===== config.mk =====
export PLATFORM = sky130hd
export DESIGN_NAME = button_debounce_repeat
export DESIGN_NICKNAME = d
export VERILOG_FILES = /design/src/rtl/button_debounce_repeat.sv
export SDC_FILE = /design/constraint.sdc
export NUM_CORES = 1
export LEC_CHECK = 0
export ABC_AREA = 1
export BUFFER_PORTS_ARGS = -buffer_cell sky130_fd_sc_hd__buf_2
export CORE_MARGIN = 2
export CORE_UTILIZATION = 55
export CTS_CLUSTER_DIAMETER = 30
export DETAILED_ROUTE_END_ITERATION = 16
export PLACE_DENSITY = 0.74
export SLEW_MARGIN = 20
export SYNTH_ARGS = -nofsm -noshare
export SYNTH_HDL_FRONTEND = slang
export SYNTH_SLANG_ARGS = --single-unit
export TNS_END_PERCENT = 20

===== constraint.sdc =====
create_clock -name clk -period 2.55 [get_ports clk]
set_clock_uncertainty 0.15 [all_clocks]
set_input_delay 0.1275 -clock clk [delete_from_list [all_inputs] [get_ports clk]]
set_output_delay 0.1275 -clock clk [all_outputs]
set_load 0.03 [all_outputs]

===== src/rtl/button_debounce_repeat.sv =====
// Purpose : debounce a synchronized push-button level and generate press/release
//           edge pulses plus a press + auto-repeat action pulse (btn_repeat).
// Latency : btn_level changes DEBOUNCE_CYCLES edges after a persistent input change;
//           all pulses are registered and coincide with the first cycle of the new level.
// Backpr. : none; free-running, outputs are single-cycle pulses with no handshake.
//
// Ports:
//   clk         - single clock, rising-edge
//   rst_n       - asynchronous active-low reset
//   btn_sync    - raw button level, already synchronized to clk
//   repeat_en   - 1 enables auto-repeat pulses while held
//   btn_level   - debounced button level
//   btn_press   - one-cycle pulse on accepted 0->1
//   btn_release - one-cycle pulse on accepted 1->0
//   btn_repeat  - one-cycle action pulse: press pulse plus auto-repeat pulses
module button_debounce_repeat #(
  parameter int DEBOUNCE_CYCLES = 250000,
  parameter int REPEAT_DELAY    = 6250000,
  parameter int REPEAT_RATE     = 1250000
) (
  input  logic clk,
  input  logic rst_n,
  input  logic btn_sync,
  input  logic repeat_en,
  output logic btn_level,
  output logic btn_press,
  output logic btn_release,
  output logic btn_repeat
);

  localparam int DBW  = $clog2(DEBOUNCE_CYCLES + 1);
  localparam int RMAX = (REPEAT_DELAY > REPEAT_RATE) ? REPEAT_DELAY : REPEAT_RATE;
  localparam int RW   = (RMAX > 1) ? $clog2(RMAX) : 1;

  localparam logic [DBW-1:0] DB_LAST  = DBW'(DEBOUNCE_CYCLES - 1);
  localparam logic [RW-1:0]  RD_LAST  = RW'(REPEAT_DELAY - 1);
  localparam logic [RW-1:0]  RR_LAST  = RW'(REPEAT_RATE - 1);

  localparam logic [1:0] S_IDLE   = 2'd0;
  localparam logic [1:0] S_DELAY  = 2'd1;
  localparam logic [1:0] S_REPEAT = 2'd2;

  logic [DBW-1:0] db_cnt_q, db_cnt_d;
  logic           level_q, level_d;
  logic           press_q, press_d;
  logic           release_q, release_d;
  logic           repeat_q, repeat_d;
  logic [1:0]     state_q, state_d;
  logic [RW-1:0]  rpt_cnt_q, rpt_cnt_d;

  // Debounce: counter runs only while the input disagrees with the accepted
  // level; the toggle happens on the edge where the count would reach
  // DEBOUNCE_CYCLES, so the counter never needs to hold that value or wrap.
  always_comb begin
    db_cnt_d = '0;
    level_d  = level_q;
    if (btn_sync != level_q) begin
      if (db_cnt_q == DB_LAST) begin
        level_d = ~level_q;
      end else begin
        db_cnt_d = db_cnt_q + DBW'(1);
      end
    end
  end

  assign press_d   =  level_d & ~level_q;
  assign release_d = ~level_d &  level_q;

  // Repeat FSM. A release takes priority over everything, including a
  // coincident counter expiry. repeat_en only masks the auto pulses; the
  // counter keeps its cadence so re-enabling stays phase-aligned to the press.
  always_comb begin
    state_d   = state_q;
    rpt_cnt_d = rpt_cnt_q;
    repeat_d  = 1'b0;
    if (release_d) begin
      state_d   = S_IDLE;
      rpt_cnt_d = '0;
    end else begin
      case (state_q)
        S_IDLE: begin
          if (press_d) begin
            state_d   = S_DELAY;
            rpt_cnt_d = '0;
            repeat_d  = 1'b1;
          end
        end
        S_DELAY: begin
          if (rpt_cnt_q == RD_LAST) begin
            state_d   = S_REPEAT;
            rpt_cnt_d = '0;
            repeat_d  = repeat_en;
          end else begin
            rpt_cnt_d = rpt_cnt_q + RW'(1);
          end
        end
        S_REPEAT: begin
          if (rpt_cnt_q == RR_LAST) begin
            rpt_cnt_d = '0;
            repeat_d  = repeat_en;
          end else begin
            rpt_cnt_d = rpt_cnt_q + RW'(1);
          end
        end
        default: begin
          state_d   = S_IDLE;
          rpt_cnt_d = '0;
        end
      endcase
    end
  end

  always_ff @(posedge clk or negedge rst_n) begin
    if (!rst_n) begin
      db_cnt_q  <= '0;
      level_q   <= 1'b0;
      press_q   <= 1'b0;
      release_q <= 1'b0;
      repeat_q  <= 1'b0;
      state_q   <= S_IDLE;
      rpt_cnt_q <= '0;
    end else begin
      db_cnt_q  <= db_cnt_d;
      level_q   <= level_d;
      press_q   <= press_d;
      release_q <= release_d;
      repeat_q  <= repeat_d;
      state_q   <= state_d;
      rpt_cnt_q <= rpt_cnt_d;
    end
  end

  assign btn_level   = level_q;
  assign btn_press   = press_q;
  assign btn_release = release_q;
  assign btn_repeat  = repeat_q;

endmodule


==> results of run 1 <==
[worst min path at each step]
stage                    from                         to  cells past startpoint  slack (ns)
global route        repeat_en       btn_repeat$_DFF_PN0_                      5        0.04
finish              repeat_en       btn_repeat$_DFF_PN0_                      5        0.04
CTS                 repeat_en       btn_repeat$_DFF_PN0_                      5        0.02
detailed placement      rst_n      db_cnt_q[4]$_DFF_PN0_                      1        0.03
global placement        rst_n  rpt_cnt_q[12]$_DFFE_PN0P_                      1        0.01
floorplan               rst_n        btn_level$_DFF_PN0_                      0       -0.32
[metrics by stage]
step | cells | setup WS (ns) | util, %
final | 536 | 0.187 | 63.1
after global routing | 536 | -0.0259 | 63.1
after CTS | 528 | 0.0322 | 61.5
after detailed placement | 517 | -0.141 | 58.6
after global placement | 517 | 0.00264 | 58.6
after floorplan | 442 | 0.136 | -
[power groups by stage]
stage / Combinational, mW / Sequential [mW] / Clock [mW]
2_1_floorplan: 0.0117 / 0.766 / 0
3_3_place_gp: 0.0349 / 0.767 / 0
3_5_place_dp: 0.0361 / 0.767 / 0
4_1_cts: 0.0384 / 0.752 / 0.584
5_1_grt: 0.0458 / 0.753 / 0.614
6_report: 0.0386 / 0.752 / 0.569
[cell families (layout without fill, tap and decap cells)]
logic type	count (synthesis)	in the layout	share of synthesized area [%]
AO/OA/AOI/OAI	10	10	1.78
XOR/XNOR	22	22	6.24
adder cells (fa/ha/maj)	10	10	4.05
buffers and inverters	62	84	8.15
flip-flops	47	47	38.1
AND/OR/NAND/NOR	291	291	41.7
[cell usage after synthesis]
cell,n
inv_1,54
nand2_2,2
nand3_1,41
a21oi_1,3
o21ai_0,5
a41oi_1,1
xor2_1,17
nand3b_1,6
nor3_1,12
nor2_2,2
nor2_4,1
nor2_1,72
nor3b_1,3
nand4_1,10
nor3_2,2
buf_2,3
nand2_4,1
clkbuf_1,3
buf_6,2
xnor2_1,5
nor4_1,1
dfrtp_1,47
a31oi_1,1
ha_1,10
nand2_1,134
nand3_4,1
or2_2,1
nand3_2,2
[registers in the layout (all words and copies together) (netlist names)]
register,cells
btn_repeat,1
btn_release,1
rpt_cnt_q,23
btn_level,1
state_q,2
btn_press,1
db_cnt_q,18
[metal layers]
metal	vias up	global-route usage [%]	part of all wire, %
met5	-	0	0
met4	0	6.55	1.1
met3	8	3.98	3.0
met2	43	41.0	48
met1	1254	31.9	48
li1	1419	-	-
[worst max-delay path, stage by stage, from the launching register on]
cell and delay [ns]:
dfrtp_1 0.41, inv_1 0.10, nand2_1 0.09, nor3_4 0.17, nand4_1 0.18, o21ai_2 0.23
ha_1 0.28, nand2_4 0.11, buf_4 0.13, clkinvlp_4 0.21, nand2_1 0.12, nand2_1 0.05
[cell type report]
type / instances / area [µm²]
tap: 72 / 90.1
timing repair buffer: 21 / 158
clock buffer: 5 / 68.8
multi-input combinational: 333 / 1690
clock inverter: 3 / 47.5
timing repair inverter: 1 / 7.51
fill: 512 / 2020
inverter: 54 / 206
sequential: 47 / 1180
[what timing repair did]
action | 4_1_cts | 5_1_grt
hold buffers | 2 | 0
endpoints found under the hold margin | 26 | 0
setup endpoints to repair | 23 | 23
pin swaps | 0 | 4
gates cloned | 1 | 0
setup buffers | 0 | 8
gates resized for setup | 6 | 14
==> flow_metrics.tcl, run 1 <==
set metrics [dict create \
    outcome "complete, no violations" \
    grt_max_degree 28 \
    grt_overflow_total 0 \
    yosysSeqAreaShare_pct 38.1 \
    path_class "reg -> reg" \
    timing.hold.ws_ns 0.0434 \
    layout-drive-gt1-share_pct 12.1 \
    crit_fanout 11 \
    final_area_um2 3450 \
    ff2ff_setup_slack_ns 0.19 \
    avgSynthCellArea_um2 6.98 \
    cts_inserted_buffers 5 \
    ys_types 28 \
    yosysTopAreaCellShare_pct 38.1 \
    required_ns 2.60 \
    mostFrequentLayoutCell "nand2_1" \
    vias 2724 \
    firstDrtPassIters 4 \
    diodes 0 \
    port_buffers 7 \
    dp_hpwl_um 4960 \
    crit_start "db_cnt_q[5]$_DFF_PN0_" \
    syn_inst 442 \
    share_seq_of_total_power_pct 55.3 \
    setup_viol 0 \
    synth_seq_cells 47 \
    clkPwrFrac_pct 41.9 \
    timing.fmax_mhz 423 \
    drc 0 \
    clk_latency_ns 0.31 \
    leakage_nw 1.65 \
    final_cell_mix "nand2_1 (133), nor2_1 (71), inv_1 (48)" \
    min_period_ns 2.36 \
    fin_crit_sh_pct 92.6 \
    hold_viol 0 \
    slew_headroom_pct 61.2 \
    vias_per_cell 5.08 \
    grt_antenna_before_repair 0 \
    drv_cap 0 \
    power-per-cell-area_nw_per_um2 394 \
    wl_um 6840 \
    reg2reg_depth 11 \
    cts_buffer_depth 2 \
    r2r-end "rpt_cnt_q[16]$_DFFE_PN0P_" \
    synthesis.area_um2 3090 \
    synth.area.top_cells "dfrtp_1 (38%), nand2_1 (16%), nor2_1 (8.8%)" \
    startpoint_type "register" \
    wl_per_cell_um 12.8 \
    end_kind "register" \
    arrival_ns 2.41 \
    area_growth_pct 11.8 \
    p_total_mw 1.36 \
    swShare_pct 22.2 \
    placed_area_um2 3210 \
    die-area_um2 6230 \
    ys.warnings.count 0 \
    start_util_pct 56.4 \
    p_sw_mw 0.301 \
    cts_root_buf "clkbuf_8" \
    grt_pass1_vias 2649 \
    synth.net_count 456 \
    cts.sinks 47 \
    hp-class "in -> reg" \
    core_um2 5470 \
    tightestPinTransition_ns 0.582 \
    crit_path_end "rpt_cnt_q[16]$_DFFE_PN0P_" \
    htree_num_levels 2 \
    die_x_um 78.9 \
    die_h_um 78.9 \
    ios 8 \
    comb_power_share_pct 2.8 \
    gp_congestion 0.882 \
    path_clk_slew_ns 0.10 \
    ir_drop_mv 0.239 \
    ant_nets 0 \
    synth_area_leader_cell "dfrtp_1" \
    rows 27 \
    track_usage_pct 24.1 \
    drv_slew 0 \
    p_int_mw 1.06 \
    cts_tree "done" \
    finalNetCount 477 \
    rr_startpoint "db_cnt_q[5]$_DFF_PN0_" \
    tns_ns 0 \
    grt_pass1_wl_um 12000 \
    dr.first_iter.drc_count 162 \
]
Power figures use the tool's default switching activity.
==> run 2, diff against run 1 <==
CORE_UTILIZATION = 30   (was 55)
PLACE_DENSITY = default   (was 0.74)
==> flow_metrics.tcl, run 2 (synthesized netlist as in run 1, its figures left out) <==
set metrics [dict create \
    outcome "complete, no violations" \
    tightestPinTransition_ns 0.587 \
    worst_path_most_repeated_cell "nand2_1" \
    min_period_ns 2.34 \
    reg2reg_depth 14 \
    htree_num_levels 2 \
    min-delay-start "repeat_en" \
    grt_pass1_vias 2743 \
    finalNetCount 474 \
    rr_startpoint "db_cnt_q[1]$_DFF_PN0_" \
    leakage_nw 1.64 \
    slew_headroom_pct 60.8 \
    grt_max_degree 26 \
    mostFrequentLayoutCell "nand2_1" \
    area_growth_pct 12.7 \
    reg_top3 "rpt_cnt_q: 23 flops, db_cnt_q: 18 flops, state_q: 2 flops" \
    arrival_ns 2.44 \
    crit_fanout 7 \
    hold_viol 0 \
    drv_cap 0 \
    fin_crit_sh_pct 92.0 \
    clk_latency_ns 0.31 \
    start_util_pct 30.4 \
    cts.sinks 47 \
    end_kind "register" \
    ant_nets 0 \
    min_path_cells 5 \
    cts_root_buf "clkbuf_8" \
    wl_um 6900 \
    drc 0 \
    grt_overflow_total 0 \
    grt_antenna_before_repair 0 \
    placed_area_um2 3290 \
    crit_path_top_delay_cell "dfrtp_1" \
    gp_congestion 0.967 \
    vias 2752 \
    grt_pass1_wl_um 12200 \
    ff2ff_setup_slack_ns 0.21 \
    core_um2 10100 \
    track_usage_pct 13.2 \
    r2r-end "rpt_cnt_q[6]$_DFFE_PN0P_" \
    vias_per_cell 4.61 \
    timing.fmax_mhz 426 \
    power-per-cell-area_nw_per_um2 392 \
    final_cell_mix "nand2_1 (133), nor2_1 (71), inv_1 (50)" \
    ir_drop_mv 0.200 \
    ios 8 \
    die_h_um 105 \
    path_clk_slew_ns 0.10 \
    setup_viol 0 \
    whs_endpoint "btn_repeat$_DFF_PN0_" \
    drv_slew 0 \
    largest_reg_flops 23 \
    rows 37 \
    port_buffers 7 \
    slowest_delay_ns 0.38 \
    cp_cell_sequence "ha_1 -> nand2_1 -> nor2_2 -> nand4_1 -> nand2_1 -> o21ai_2 -> ha_1 -> nand2_4 -> nand3_1 -> inv_2 -> o21ai_0 -> a21oi_1 -> nand2_1 -> o21ai_0" \
    dr.first_iter.drc_count 128 \
    diodes 0 \
    cts_tree "done" \
    final_area_um2 3480 \
    crit_buf_inv 1 \
    final_core_util_pct 34.3 \
    startpoint_type "register" \
    top_register "rpt_cnt_q" \
    critical_path.top_delay_family "simple AND/OR/NAND/NOR gates" \
    path_class "reg -> reg" \
    cts_buffer_depth 2 \
    die_x_um 105 \
    die-area_um2 11100 \
    dp_hpwl_um 4970 \
    layout-drive-gt1-share_pct 9.76 \
    fillers 1063 \
    wl_per_cell_um 11.6 \
    firstDrtPassIters 4 \
    required_ns 2.64 \
    cts_inserted_buffers 5 \
    hp-class "in -> reg" \
]
## run 2: metrics by stage
step | setup TNS [ns] | power, mW | std cells | hold slack, ns | setup WS [ns]
2_1_floorplan | 0 | 0.778 | 442 | -0.318 | 0.136
3_3_place_gp | 0 | 0.803 | 583 | 0.0229 | 0.0503
3_5_place_dp | -0.00277 | 0.804 | 583 | 0.0263 | -0.00277
4_1_cts | 0 | 1.38 | 594 | 0.0364 | 0.0557
5_1_grt | -0.0568 | 1.42 | 597 | 0.0562 | -0.0313
6_report | 0 | 1.36 | 597 | 0.0377 | 0.205
## run 2: report_power, final
part | switching (mW) | total, mW | internal (mW)
sequential | 0.00360 | 0.752 | 0.748
clock | 0.277 | 0.573 | 0.296
combinational | 0.0274 | 0.0394 | 0.0120
## run 2: worst max-delay path by stage
stage	startpoint	end	slack [ns]	cells past startpoint
final	db_cnt_q[1]$_DFF_PN0_	rpt_cnt_q[6]$_DFFE_PN0P_	0.21	14
after global routing	db_cnt_q[1]$_DFF_PN0_	rpt_cnt_q[6]$_DFFE_PN0P_	-0.03	14
after CTS	db_cnt_q[0]$_DFF_PN0_	rpt_cnt_q[19]$_DFFE_PN0P_	0.06	12
after detailed placement	db_cnt_q[0]$_DFF_PN0_	rpt_cnt_q[3]$_DFFE_PN0P_	-0.003	11
after global placement	db_cnt_q[0]$_DFF_PN0_	rpt_cnt_q[12]$_DFFE_PN0P_	0.05	11
after floorplan	db_cnt_q[0]$_DFF_PN0_	rpt_cnt_q[12]$_DFFE_PN0P_	0.14	12
## run 2: cell type report
| cell class | count | area [µm²] | area share, % |
|---|---|---|---|
| Clock inverter | 3 | 46.3 | 1.33 |
| Inverter | 54 | 206 | 5.93 |
| Tap cell | 136 | 170 | 4.89 |
| Sequential cell | 47 | 1180 | 33.8 |
| Timing Repair inverter | 1 | 7.51 | 0.216 |
| Clock buffer | 5 | 68.8 | 1.98 |
| Timing Repair Buffer | 18 | 126 | 3.63 |
| Multi-Input combinational cell | 333 | 1680 | 48.2 |
## run 2: repair_timing
action / 4_1_cts / 5_1_grt
hold buffers: 2 / 0
endpoints found under the setup margin: 17 / 23
hold endpoints to repair: 25 / 0
setup buffers: 0 / 3
cloned: 1 / 0
gates resized for setup: 4 / 8
pin swaps: 0 / 1
## run 2: worst register-to-register path, cell delays in order, from the launching register on
cell and delay (ns):
dfrtp_1 0.38, ha_1 0.17, nand2_1 0.07, nor2_2 0.14, nand4_1 0.17, nand2_1 0.11, o21ai_2 0.07, ha_1 0.31
nand2_4 0.14, nand3_1 0.13, inv_2 0.10, o21ai_0 0.09, a21oi_1 0.12, nand2_1 0.06, o21ai_0 0.08
## run 2: layer usage
layer,wire [µm],up-vias,global-route usage (%),part of all wire [%]
met1,3290,1292,16.9,48
met3,194,5,2.29,2.8
li1,-,1413,-,-
met4,41,0,2.57,0.59
met2,3370,42,23.2,49
met5,0,-,0,0
